<file path="config.mk">
export PLATFORM = sky130hd
export DESIGN_NAME = bfly_fac8_1
export DESIGN_NICKNAME = d
export VERILOG_FILES = /design/src/rtl/bfly_fac8_1.sv
export SDC_FILE = /design/constraint.sdc
export NUM_CORES = 2
export LEC_CHECK = 0
export CAP_MARGIN = 5
export CORE_MARGIN = 3
export CORE_UTILIZATION = 57
export CTS_CLUSTER_SIZE = 16
export DETAILED_ROUTE_END_ITERATION = 6
export PLACE_DENSITY = 0.87
export SLEW_MARGIN = 10
export SYNTH_ARGS = -nofsm -noshare
export SYNTH_HDL_FRONTEND = slang
export SYNTH_SLANG_ARGS = --single-unit
</file>
<file path="constraint.sdc">
create_clock -name clk -period 13.2 [get_ports clk]
set_input_delay 2.64 -clock clk [delete_from_list [all_inputs] [get_ports clk]]
set_output_delay 2.64 -clock clk [all_outputs]
set_load 0.02 [all_outputs]
</file>
<file path="src/rtl/bfly_fac8_1.sv">
// Radix-2 butterfly over half-frames: first half of a frame is buffered, second half is
// paired lane-by-lane with it. Optional SOF alignment check: define BFLY_FAC8_1_SOF_CHECK_EN.
module bfly_fac8_1 #(
   parameter int IN_WIDTH   = 10,
   parameter int WIDTH      = 11,
   parameter int DEPTH      = 16,
   parameter int HALF_BEATS = 4
) (
   input  logic                       clk,
   input  logic                       rst_n,
   input  logic                       din_valid,
   input  logic                       din_sof,
   input  logic signed [IN_WIDTH-1:0] din_R      [DEPTH],
   input  logic signed [IN_WIDTH-1:0] din_Q      [DEPTH],
   output logic signed [WIDTH-1:0]    dout_R_add [DEPTH],
   output logic signed [WIDTH-1:0]    dout_R_sub [DEPTH],
   output logic signed [WIDTH-1:0]    dout_Q_add [DEPTH],
   output logic signed [WIDTH-1:0]    dout_Q_sub [DEPTH],
   output logic [2:0]                 select,
   output logic                       dout_valid,
   output logic                       frame_err
);

   localparam int CNT_W = (HALF_BEATS > 1) ? $clog2(HALF_BEATS) : 1;
   localparam logic [CNT_W-1:0] CNT_LAST = CNT_W'(HALF_BEATS - 1);

   typedef enum logic {FILL = 1'b0, CALC = 1'b1} state_t;

   state_t                     state;
   logic [CNT_W-1:0]           cnt;
   logic signed [IN_WIDTH-1:0] mem_r [HALF_BEATS][DEPTH];
   logic signed [IN_WIDTH-1:0] mem_q [HALF_BEATS][DEPTH];

   logic                       resync;
   logic                       mem_we;
   logic [CNT_W-1:0]           wr_slot;
   logic                       vld_p0;

   function automatic logic signed [WIDTH-1:0] bfly_add(
      input logic signed [IN_WIDTH-1:0] a,
      input logic signed [IN_WIDTH-1:0] b);
      return WIDTH'(a) + WIDTH'(b);
   endfunction

   function automatic logic signed [WIDTH-1:0] bfly_sub(
      input logic signed [IN_WIDTH-1:0] a,
      input logic signed [IN_WIDTH-1:0] b);
      return WIDTH'(a) - WIDTH'(b);
   endfunction

`ifdef BFLY_FAC8_1_SOF_CHECK_EN
   // A marked beat anywhere but frame beat 0 restarts the frame from that beat.
   assign resync = din_valid && din_sof && !(state == FILL && cnt == '0);
`else
   logic unused_sof;
   assign unused_sof = din_sof;
   assign resync     = 1'b0;
`endif

   assign wr_slot = resync ? '0 : cnt;
   assign mem_we  = din_valid && (resync || state == FILL);
   assign vld_p0  = din_valid && !resync && state == CALC;

   // p0: half-frame buffer, data only
   always_ff @(posedge clk) begin
      if (mem_we) begin
         for (int i = 0; i < DEPTH; i++) begin
            mem_r[wr_slot][i] <= din_R[i];
            mem_q[wr_slot][i] <= din_Q[i];
         end
      end
   end

   // p0 -> p1: frame sequencing and registered butterfly results
   always_ff @(posedge clk) begin
      if (rst_n) begin
         state      <= FILL;
         cnt        <= '0;
         dout_valid <= 1'b0;
         select     <= 3'd0;
         for (int i = 0; i < DEPTH; i++) begin
            dout_R_add[i] <= '0;
            dout_R_sub[i] <= '0;
            dout_Q_add[i] <= '0;
            dout_Q_sub[i] <= '0;
         end
      end else begin
         dout_valid <= vld_p0;
         if (resync) begin
            state <= (HALF_BEATS == 1) ? CALC : FILL;
            cnt   <= (HALF_BEATS == 1) ? '0 : CNT_W'(1);
         end else if (din_valid) begin
            if (cnt == CNT_LAST) begin
               cnt   <= '0;
               state <= (state == FILL) ? CALC : FILL;
            end else begin
               cnt <= cnt + 1'b1;
            end
         end
         if (vld_p0) begin
            select <= 3'(cnt);
            for (int i = 0; i < DEPTH; i++) begin
               dout_R_add[i] <= bfly_add(mem_r[cnt][i], din_R[i]);
               dout_R_sub[i] <= bfly_sub(mem_r[cnt][i], din_R[i]);
               dout_Q_add[i] <= bfly_add(mem_q[cnt][i], din_Q[i]);
               dout_Q_sub[i] <= bfly_sub(mem_q[cnt][i], din_Q[i]);
            end
         end
      end
   end

`ifdef BFLY_FAC8_1_SOF_CHECK_EN
   always_ff @(posedge clk) begin
      if (rst_n)
         frame_err <= 1'b0;
      else if (resync)
         frame_err <= 1'b1;
   end
`else
   assign frame_err = 1'b0;
`endif

endmodule

</file>
### Word level (Yosys, flattened, before mapping)

Memories as Yosys holds them, arrays and structs flattened. A register that Yosys moved wholly into a read port is not among the register bits.
Index checks and enable logic that the tools add are counted.

* mux-type cells: 8
* shift-type cells: 0
* reductions and logical operators: 3
* $lt $le $gt $ge: 0
* $mul: 0
* bitwise logic cells: 1
* $add $sub $neg: 65
* div/mod/pow operators: 0
* equal/unequal tests: 1

Operator list (count)
* adder 10 x 10 -> 11 bit: 32
* subtractor 10 x 10 -> 11 bit: 32
* two-way mux 2 bit: 5
* two-way mux 1 bit: 3
* adder 2 x 1 -> 2 bit, second input constant: 1
* == test 2 bit, second input constant: 1
* logical AND 1 bit: 2
* AND reduction 2 bit: 1
* inverter 1 bit: 1

* register bits after elaboration: 710
* bits in read-only memories: 0
* bits in writable memories: 1280
* latch bits: 0
* input port bits: 324
* memories kept: 2

Memory list
* mem_q: depth 4, width 160, read ports 1, clocked after memory_dff 1, wr ports 1, line 32 `logic signed [IN_WIDTH-1:0] mem_q [HALF_BEATS][DEPTH];`
* mem_r: depth 4, width 160, read ports 1, clocked after memory_dff 1, wr ports 1, line 31 `logic signed [IN_WIDTH-1:0] mem_r [HALF_BEATS][DEPTH];`

### Logic depth before layout (Yosys ltp)

* depth in word-level cells: 4
* mapped depth: 14
* mapped depth without buffers: 11

### Least setup slack after synthesis

OpenSTA, ideal clock, no wires.

* kind: input-to-reg
* start point: in din_valid
* end point: mem mem_q[0][0] (netlist bit) (enable)
* stages on the path: 3
* setup time: 0.724 ns
* data required time: 12.476 ns
* buffers on the path: 1
* arrival time: 10.252 ns
* slack: 2.224 ns
* path through: buf_4 -> nor2b_1 -> and2_1

* cells in the longest elaborated chain, start to end: 3

Ends and longest elaborated chain
* start, declared: line 11 `input logic din_valid,`
* logical AND 1 bit: line 61 `assign mem_we = din_valid && (resync || state == FILL);`
* two-way mux 1 bit: line 66 `if (mem_we) begin`
* two-way mux 1 bit (implied by the code): line 69 `mem_q[wr_slot][i] <= din_Q[i];`
* end, declared: line 32

Every way passes these cells.

### Worst setup path in the final report

* start point: in din_valid
* end point: mem mem_r[3][115] (netlist bit) (enable)

* cells in the longest elaborated chain, start to end: 3

Ends and longest elaborated chain
* logical AND 1 bit: line 61
* two-way mux 1 bit: line 66
* two-way mux 1 bit (implied by the code): line 68 `mem_r[wr_slot][i] <= din_R[i];`
* end, declared: line 31

Every way passes these cells.

==> run_results.csv <==
group,metric,value,unit
logic_synthesis,synthTopCellsByCount,"edfxtp_1, nor2_1, dfxtp_1, ha_1, inv_1",
setup_path,startpoint,"din_valid",
final_layout,finish.instance_area,115000,um^2
die,die_y,418,um
die,die_area,175000,um^2
clock_tree,clockRootBuffer,"clkbuf_16",
route,via_per_inst,6.03,
timing,fin_crit_sh,0.435,
clock_tree,cts_resized,0,
timing,slew_violations,0,
final_layout,fin_cells,11349,
logic_synthesis,yosys_register_bits,1960,
setup_path,end_kind,"flop",
setup_path,rr_endpoint,"dout_R_sub[142]",
route,wl_per_cell,24.8,um
setup_path,timing.critical_path.required,13650,ps
final_layout,layout-drive-gt1-share,0.0814,
route,totalWireLength,282000,um
pwr,power_leakage,41.7,nW
timing,fmax,174,MHz
setup_path,critical_path_arrival,6200,ps
pwr,power_density,137,nW/um^2
clock_tree,cts_sinks,1960,
logic_synthesis,synth.most_common_cell,"edfxtp_1",
clock_tree,post_cts_buffers,0,
final_layout,fillerInstances,11766,
timing,finalHoldViolCount,0,
logic_synthesis,syn_inst,8040,
logic_synthesis,avgSynthCellArea,12.0,um^2
logic_synthesis,yosys-top-cells-area,"edfxtp_1, dfxtp_1, ha_1, mux4_2, nor2_1",
global_route,antenna_found_initial,88,
route,first_iter_violations,6324,
logic_synthesis,yosys.area.top_type_share,0.398,
worst_hold_path,min_to,"dout_R_add[94]",
worst_hold_path,whs_path_depth,2,
placed_design,portBuffers,1029,
logic_synthesis,synthArstFlopShare,0,
clock_tree,cts_hold_buf,0,
logic_synthesis,netlist_area,96600,um^2
timing,setup_viol,0,
pwr,p_total,15.8,mW
logic_synthesis,ys_seq_area_frac,0.539,
die,start_util,0.576,
logic_synthesis,synth_edf_count,1280,
timing,setup_slack,7450,ps
setup_path,timing.critical_path.buf_inv,4,
timing,worst_hold_slack,451,ps
timing,final.setup.tns,0,ps
setup_path,ff2ff_setup_slack,8100,ps
timing,max_slew_margin,0.126,
die,core-area,168000,um^2
timing,period_needed,5750,ps
setup_path,slowest_delay,850,ps
clock_tree,clkLatencyLatePin,860,ps
global_route,grt_pass1_vias,68159,
worst_hold_path,hp-class,"flop to flop",
timing,worst_slew_pin_slew,1310,ps
clock_tree,cts_tree,"yes",
final_layout,fin_util,0.686,
worst_hold_path,hp-start,"dout_R_add[94]",
die,std_cell_rows,150,
logic_synthesis,synth_warnings,0,
placed_design,place_ws,6550,ps
final_layout,syn_to_final_growth,19.1,%
timing,grt_setup_unrepaired,"false",
setup_path,critPathKind,"input pin to flop",
placed_design,dp.final_hpwl,195000,um
clock_tree,cts_buffers,198,
placed_design,dpl_cell_area,108000,um^2
placed_design,placed_cells,10894,
global_route,grt_start_max_net_pins,204,
setup_path,worst_path_max_delay_cell,"buf_4",
clock_tree,cts_max_level,4,
run,cap_violations,0,
route,antenna_left,0,
global_route,grtUsageTotal,0.316,
global_route,grt_pass1_wl,419000,um
route,drc,9,
route,routed-via-count,68407,
setup_path,critPathTopFamily,"buffers and inverters",
timing,skew,28.6,ps
setup_path,crit_top_cell,"buf_4",
placed_design,gp_congestion,0.940,
pwr,peakVddDrop,0.000138,V
route,firstDrtPassIters,7,
setup_path,crit_chain,"clkdlybuf4s50_1 -> nor2b_1 -> nand2_1 -> inv_8 -> buf_4 -> buf_4",
setup_path,crit_path_start_kind,"input pin",
setup_path,reg2reg_depth,13,
clock_tree,cts_buffer_depth,3,
global_route,grt_remaining_overflow,0,
setup_path,path_max_fanout,98,
clock_tree,clk_pin_slew_worst_paths,60,ps
run_status,violations,"DRC",
logic_synthesis,ys_types,67,
die,io_pins,1033,
logic_synthesis,synthFlopType,"edfxtp_1",
run_status,status,"finished with violations",
logic_synthesis,synth_top_area_cell,"edfxtp_1",
die,chipWidth,418,um
final_layout,final_nets,9958,
tightest hold or removal path, delay by kind of cell, from the launching register on:
kind	cells	cell delay, ps
flops	1	320
simple gates	1	40
compound gates	1	50
routing by layer:
layer  part of all wire  GRT usage
met1               0.38      0.384
met2               0.48      0.503
met3              0.066     0.0558
met4              0.080      0.242
met5            0.00027          0
cell usage in the layout (no fill, tap or decap), types with 53 or more instances in the layout:
master           netlist  routed
a211oi_1             284     284
a21o_1                68      68
a21oi_1              482     482
clkbuf_16              0     207
clkdlybuf4s50_1        0    1028
dfxtp_1              680     678
diode_2                0      78
edfxtp_1            1280    1280
fa_1                  64      64
ha_1                 680     680
inv_1                584     583
mux4_2               320     320
nand2_1              511     510
nand2b_1             121     120
nor2_1               766     765
nor2b_1               69      69
o211ai_1              76      76
o21a_1                80      80
o21ai_0              430     430
o21bai_1              53      53
o31a_1                53      53
o31ai_1               72      72
xnor2_1              295     295
xor2_1                79      79
state kept, by name (all words and copies together), names as in the netlist, named ones only:
name / flops
cnt: 2
dout_Q_add: 175
dout_Q_sub: 161
dout_R_add: 169
dout_R_sub: 167
dout_valid: 1
mem_q: 640
mem_r: 640
select: 2
state: 1
final cells by class:
class                           instances  area (um^2)  share of cell area
Sequential cell                      1960        52100               0.452
Clock buffer                          276         5640              0.0490
Multi-Input combinational cell       5069        40500               0.352
Clock inverter                        101          950             0.00825
Inverter                              585         2210              0.0192
Timing Repair Buffer                 1076        10800              0.0938
Antenna cell                           78          195             0.00170
Tap cell                             2204         2760              0.0240
worst max path at each step:
stage,to,slack [ps],depth (start not counted)
after floorplan,mem_q[0][0],2220,3
after global placement,mem_q[3][118],6610,6
after detailed placement,mem_r[3][126],6550,6
after CTS,mem_r[3][115],7430,6
after global routing,mem_r[3][115],7290,6
final,mem_r[3][115],7450,6
cell families (layout without fill, tap and decap cells):
group	after synthesis	in the layout	synth area share
flops	1960	1960	0.539
fa+ha+maj	744	744	0.101
xor+xnor	374	374	0.0339
other cells	1	80	0.0000388
mux	353	353	0.0782
buf+inv	1012	2038	0.0427
compound gates	1887	1887	0.126
simple gates	1709	1709	0.0791
where the power goes:
part	switching [mW]	leakage, nW	internal, mW
Clock	2.43	3.25	3.27
Combinational	1.96	21.2	1.33
Sequential	0.0589	17.2	6.74
(Power assumes the default switching activity.)
